--- config.mk ---
export PLATFORM = sky130hd
export DESIGN_NAME = anffl_tex_color_unpacker
export DESIGN_NICKNAME = d
export VERILOG_FILES = /design/src/rtl/anffl_tex_color_unpacker.sv
export SDC_FILE = /design/constraint.sdc
export NUM_CORES = 1
export LEC_CHECK = 0
export CAP_MARGIN = 10
export CELL_PAD_IN_SITES_DETAIL_PLACEMENT = 1
export CELL_PAD_IN_SITES_GLOBAL_PLACEMENT = 2
export CORE_MARGIN = 5
export CORE_UTILIZATION = 36
export DETAILED_ROUTE_END_ITERATION = 10
export HOLD_SLACK_MARGIN = 0.03
export PLACE_DENSITY_LB_ADDON = 0.1
export SLEW_MARGIN = 10
export SYNTH_ARGS = -nofsm -noshare
export SYNTH_HDL_FRONTEND = slang
export SYNTH_SLANG_ARGS = --single-unit
--- constraint.sdc ---
create_clock -name clk -period 9.6 [get_ports clk]
set_clock_uncertainty 0.15 [all_clocks]
set_input_delay 2.88 -clock clk [delete_from_list [all_inputs] [get_ports clk]]
set_output_delay 2.88 -clock clk [all_outputs]
set_load 0.005 [all_outputs]
--- src/rtl/anffl_tex_color_unpacker.sv ---
// anffl_tex_color_unpacker
//   Accepts one packed texel word at a time and emits its texels as 32-bit RGBA
//   colours, LANES texels per output beat, using valid/ready on both sides.
//
//   state | meaning
//   ------+------------------------------------------------------------
//   IDLE  | no word held; in_ready=1, out_valid=0
//   EMIT  | word held; presenting the beat that starts at texel pointer ptr
//
// Ports
//   clk, rst           rising-edge clock, asynchronous active-high reset
//   in_valid/in_ready  input word handshake
//   in_data            packed texel word, texel k at [k*bpp +: bpp]
//   in_format          5-bit format code
//   in_swap            swap R and B of every decoded texel of this word
//   out_valid/out_ready output beat handshake
//   out_rgba           lane i at [32i +: 32], {A,B,G,R}
//   out_mask           per-lane texel valid
//   out_last           final beat of the held word
//   out_err            held word has an unsupported format
module anffl_tex_color_unpacker #(
  parameter int DATA_W = 128,
  parameter int LANES  = 2
) (
  input  logic                  clk,
  input  logic                  rst,
  input  logic                  in_valid,
  output logic                  in_ready,
  input  logic [DATA_W-1:0]     in_data,
  input  logic [4:0]            in_format,
  input  logic                  in_swap,
  output logic                  out_valid,
  input  logic                  out_ready,
  output logic [LANES*32-1:0]   out_rgba,
  output logic [LANES-1:0]      out_mask,
  output logic                  out_last,
  output logic                  out_err
);

  localparam logic [4:0] FMT_RGB_24     = 5'b00000;
  localparam logic [4:0] FMT_RGBA_32    = 5'b00100;
  localparam logic [4:0] FMT_RGB_16     = 5'b00001;
  localparam logic [4:0] FMT_RGBA_16    = 5'b00101;
  localparam logic [4:0] FMT_RGB_15     = 5'b01001;
  localparam logic [4:0] FMT_RGBA_15_PT = 5'b01101;
  localparam logic [4:0] FMT_R_8        = 5'b10011;
  localparam logic [4:0] FMT_R_16       = 5'b10111;

  // Pointer must hold up to N + 2*LANES - 1 without wrapping.
  localparam int PW = $clog2(DATA_W/8 + 2*LANES) + 1;

  typedef enum logic {IDLE, EMIT} state_t;

  state_t            state;
  logic [DATA_W-1:0] word_q;
  logic [4:0]        fmt_q;
  logic              swap_q;
  logic [PW-1:0]     ptr;

  logic [5:0]        bpp;
  logic [PW-1:0]     n_tex;
  logic              fmt_err;
  logic [PW-1:0]     tex_idx;
  logic [31:0]       tex_bits;

  function automatic logic [31:0] decode(input logic [4:0] fmt,
                                         input logic [31:0] tx,
                                         input logic swap);
    logic [7:0] r, g, b, a;
    // Default is the error colour (magenta, opaque).
    r = 8'hFF;
    g = 8'h00;
    b = 8'hFF;
    a = 8'hFF;
    case (fmt)
      FMT_RGB_24: begin
        r = tx[7:0];
        g = tx[15:8];
        b = tx[23:16];
      end
      FMT_RGBA_32: begin
        r = tx[7:0];
        g = tx[15:8];
        b = tx[23:16];
        a = tx[31:24];
      end
      FMT_RGB_16: begin
        r = {tx[4:0],   tx[4:2]};
        g = {tx[10:5],  tx[10:9]};
        b = {tx[15:11], tx[15:13]};
      end
      FMT_RGBA_16: begin
        r = {tx[3:0],   tx[3:0]};
        g = {tx[7:4],   tx[7:4]};
        b = {tx[11:8],  tx[11:8]};
        a = {tx[15:12], tx[15:12]};
      end
      FMT_RGB_15, FMT_RGBA_15_PT: begin
        r = {tx[4:0],   tx[4:2]};
        g = {tx[9:5],   tx[9:7]};
        b = {tx[14:10], tx[14:12]};
        if (fmt == FMT_RGBA_15_PT) a = {8{tx[15]}};
      end
      FMT_R_8: begin
        r = tx[7:0];
        b = 8'h00;
      end
      FMT_R_16: begin
        r = tx[15:8];
        b = 8'h00;
      end
      default: ;
    endcase
    if (swap) {r, b} = {b, r};
    return {a, b, g, r};
  endfunction

  always_comb begin
    bpp     = 6'd0;
    n_tex   = PW'(1);
    fmt_err = 1'b0;
    case (fmt_q)
      FMT_RGB_24:  begin bpp = 6'd24; n_tex = PW'(DATA_W/24); end
      FMT_RGBA_32: begin bpp = 6'd32; n_tex = PW'(DATA_W/32); end
      FMT_RGB_16, FMT_RGBA_16, FMT_RGB_15, FMT_RGBA_15_PT, FMT_R_16: begin
        bpp   = 6'd16;
        n_tex = PW'(DATA_W/16);
      end
      FMT_R_8:     begin bpp = 6'd8;  n_tex = PW'(DATA_W/8);  end
      default:     fmt_err = 1'b1;
    endcase
  end

  assign out_valid = (state == EMIT);
  assign out_last  = out_valid && ((ptr + PW'(LANES)) >= n_tex);
  assign out_err   = out_valid && fmt_err;
  // A new word may enter on the same edge the last beat leaves.
  assign in_ready  = (state == IDLE) || (out_ready && out_last);

  // Error words have n_tex=1 and bpp=0, so lane 0 alone is unmasked and
  // decode() falls through to the error colour.
  always_comb begin
    out_rgba = '0;
    out_mask = '0;
    tex_idx  = '0;
    tex_bits = '0;
    for (int i = 0; i < LANES; i++) begin
      tex_idx  = ptr + PW'(i);
      tex_bits = 32'(word_q >> (int'(tex_idx) * int'(bpp)));
      if (out_valid && (tex_idx < n_tex)) begin
        out_mask[i]          = 1'b1;
        out_rgba[32*i +: 32] = decode(fmt_q, tex_bits, swap_q);
      end
    end
  end

  always_ff @(posedge clk or posedge rst) begin
    if (rst) begin
      state  <= IDLE;
      ptr    <= '0;
      word_q <= '0;
      fmt_q  <= '0;
      swap_q <= 1'b0;
    end else if (in_valid && in_ready) begin
      state  <= EMIT;
      ptr    <= '0;
      word_q <= in_data;
      fmt_q  <= in_format;
      swap_q <= in_swap;
    end else if (state == EMIT && out_ready) begin
      if (out_last) state <= IDLE;
      else          ptr   <= ptr + PW'(LANES);
    end
  end

endmodule

==> run_results.csv <==
group,metric,value,unit
floorplanning,dieHeight,207,µm
worst_hold_path,worst_hold_path_type,"reg -> reg",
sta,min_period,9.42,ns
sta,hold_viol,0,
yosys,syn-num-nets,1600,
grt,grt_max_degree,140,
run,maxCapViolations,0,
final_layout,layout-drive-gt1-share,0.230,
clock_network,cts_buffers,17,
drt,first_pass_iters,5,
drt,dr.max_layer_used,"met5",
pwr,p_leak,6.54,nW
sta,tightest_slew,1.08,ns
sta,finalSetupTns,0,ns
placement,place_inst,2076,
yosys,synth_async_sr_flop_share,1.00,
placement,dpl-instance-area,16500,µm²
pwr,swShare,0.505,
drt,drc,0,
pwr,p_clk_frac,0.099,
pwr,power,7.65,mW
pwr,powerDensity,442,nW/µm²
placement,gp_congestion,0.961,
clock_network,cts_tree,"done",
placement,pre_cts_ws,0.342,ns
pwr,peakVddDrop,0.000172,V
floorplanning,coreArea,38500,µm²
sta,slew_headroom,0.279,
placement,port_buffers,207,
floorplanning,initial_core_util,0.363,
clock_network,cts_num_sinks,140,
sta,fmax,106,MHz
yosys,synth_area_leaders,"dfrtp_1 (25%), mux4_2 (14%), mux2_2 (12%)",
drt,via_count,13300,
clock_network,clk_path_buf_depth,2,
yosys,synth_top_area_frac,0.251,
pwr,p_switching,3.86,mW
yosys,synth_cells,1415,
sta,layout_setup_ws,0.176,ns
drt,drt_wl_total,62.6,mm
outcome,status,"completed",
yosys,ys.flop_type,"dfrtp_1",
setup_path,cp_max_fo,11,
yosys,yosysTopAreaCell,"dfrtp_1",
yosys,synthesis.area,14000,µm²
yosys,synth_edf_count,0,
placement,dp_hpwl,49.7,mm
sta,final_max_slew_viol_count,0,
clock_network,cts_root_buffer,"clkbuf_16",
clock_network,cts_htree_levels,4,
final_layout,final_area,17300,µm²
setup_path,critPathLaunchType,"flip-flop",
floorplanning,num_rows,72,
yosys,synth_seq_cells,140,
drt,met2_length,27.1,mm
drt,avgRoutedWirePerCell,29.7,µm
pwr,p_comb_frac,0.701,
grt,grt_pass1_wl,93.7,mm
final_layout,syn_to_final_growth,24.1,%
yosys,synth_area_per_cell,9.86,µm²
grt,grt_usage,0.294,
final_layout,final_cells,2110,
pwr,internal_power,3.78,mW
setup_path,cp.arrival,6.39,ns
yosys,ys_types,95,
pwr,pwr-share-seq,0.200,
yosys,ys_warn_count,0,
drt,met3RoutedLength,4.25,mm
worst_hold_path,min_path_cells,1,
floorplanning,pin_count,208,
setup_path,r2r_cells,13,
yosys,synth-seq-area-share,0.251,
setup_path,criticalPathCategory,"reg -> out",
drt,m1WireLength,29.4,mm
drt,via_per_inst,6.30,
final_layout,fin_nets,1763,
floorplanning,die_area,42800,µm²
grt,overflow,0,
setup_path,worst_setup_path_end_kind,"output pin",
floorplanning,die_x,207,µm
sta,finalCritPeriodShare,0.982,
drt,drtIter0Drc,1140,
clock_network,clk_latency,0.46,ns
grt,antenna_found_initial,1,
grt,grt_pass1_vias,13700,
clock_network,cts.clk_slew.worst_paths,0.07,ns
setup_path,worstPathRequired,6.57,ns
sta,finalSetupViolCount,0,
drt,final_antenna_net_count,0,
-- registers in the layout (all words and copies together), names as in the netlist --
register and cells:
fmt_q 5, ptr 5, word_q 128, out_valid 1
swap_q 1
-- cell type report --
class / count / area (µm²)
fillers: 4329 / 21200
multi-input cells: 1117 / 9810
flip-flops and latches: 140 / 3510
repair buffers: 262 / 2520
well taps: 518 / 648
clock buffers: 19 / 453
clock inverters: 13 / 211
inverters: 40 / 156
diodes: 1 / 2.50
-- power by group through the flow --
stage	Combinational, mW	Clock [mW]	Sequential (mW)
finish	5.36	0.755	1.53
detailed placement	5.20	0	1.51
CTS	5.24	0.775	1.50
floorplan	3.21	0	1.16
global placement	5.17	0	1.49
global route	5.67	0.796	1.57
-- through the flow --
stage	utilization	hold WS (ns)
2_1_floorplan	-	0.343
3_3_place_gp	0.430	0.375
3_5_place_dp	0.430	0.398
4_1_cts	0.448	0.424
5_1_grt	0.450	0.442
6_report	0.450	0.416
-- cells by family after synthesis --
group                    share of synthesized area
AND/OR/NAND/NOR                              0.124
XOR/XNOR                                   0.00565
buffers and inverters                       0.0539
other                                     0.000269
AO/OA/AOI/OAI                                0.176
flip-flops                                   0.251
adder cells (fa/ha/maj)                     0.0481
multiplexers                                 0.341
-- Yosys cell counts (18+ instances only) --
library cell,instances
a21oi_1,73
a31oi_1,26
o21ai_0,44
dfrtp_1,140
nand2_1,134
nor3_1,24
nor2_1,83
a211oi_1,18
inv_1,34
nand3_1,38
mux2i_1,101
mux4_2,89
clkbuf_1,64
buf_2,21
ha_1,36
o22ai_1,37
mux2_2,144
-- critical path, cell delays in order, from the launching register on --
cell and delay [ns]:
dfrtp_1 0.48, or3_4 0.51, a21oi_4 0.26, and2_1 0.23
inv_1 0.08, fa_1 0.54, inv_1 0.04, ha_1 0.26
ha_1 0.29, inv_1 0.05, fa_1 0.39, nand2b_1 0.17
a21oi_2 0.25, xor2_2 0.20, nor3_1 0.22, buf_4 0.18
nand2_1 0.19, a311oi_1 0.59, nor2_1 0.08, a221oi_1 0.33
clkdlybuf4s50_1 0.58
-- per-layer routing --
metal  vias up  track usage
met2       541        0.433
met5         -            0
met4         2       0.0847
met3        75       0.0561
met1      6862        0.441
li1       5805            -
-- path summary, 6_finish.rpt --
check | end | slack [ns] | startpoint
min in group asynchronous | word_q[18] | 2.80 | rst
min | word_q[0] | 0.42 | word_q[0]
max reg2reg | word_q[13] | 4.77 | fmt_q[1]
max | out_rgba[35] | 0.18 | fmt_q[1]
min reg2reg | word_q[0] | 0.42 | word_q[0]
max in group asynchronous | word_q[14] | 5.17 | rst
-- timing repair --
item                                    CTS  global route
pin swaps                                 0             2
setup buffers                             0             1
hold buffers                              0             0
endpoints found under the setup margin   15            24
gates resized for setup                   3            15
-- placed cells by master (no fill, tap or decap), drive strengths merged, types with 36 or more instances in the layout --
| cell | n |
|---|---|
| o22ai | 39 |
| a21oi | 74 |
| buf | 55 |
| mux4 | 93 |
| nor2 | 84 |
| inv | 36 |
| mux2i | 102 |
| nand3 | 38 |
| dfrtp | 140 |
| nand2 | 134 |
| mux2 | 144 |
| clkdlybuf4s50 | 207 |
| o21ai | 47 |
| ha | 36 |
No activity file was read; power rests on OpenSTA's default activity.
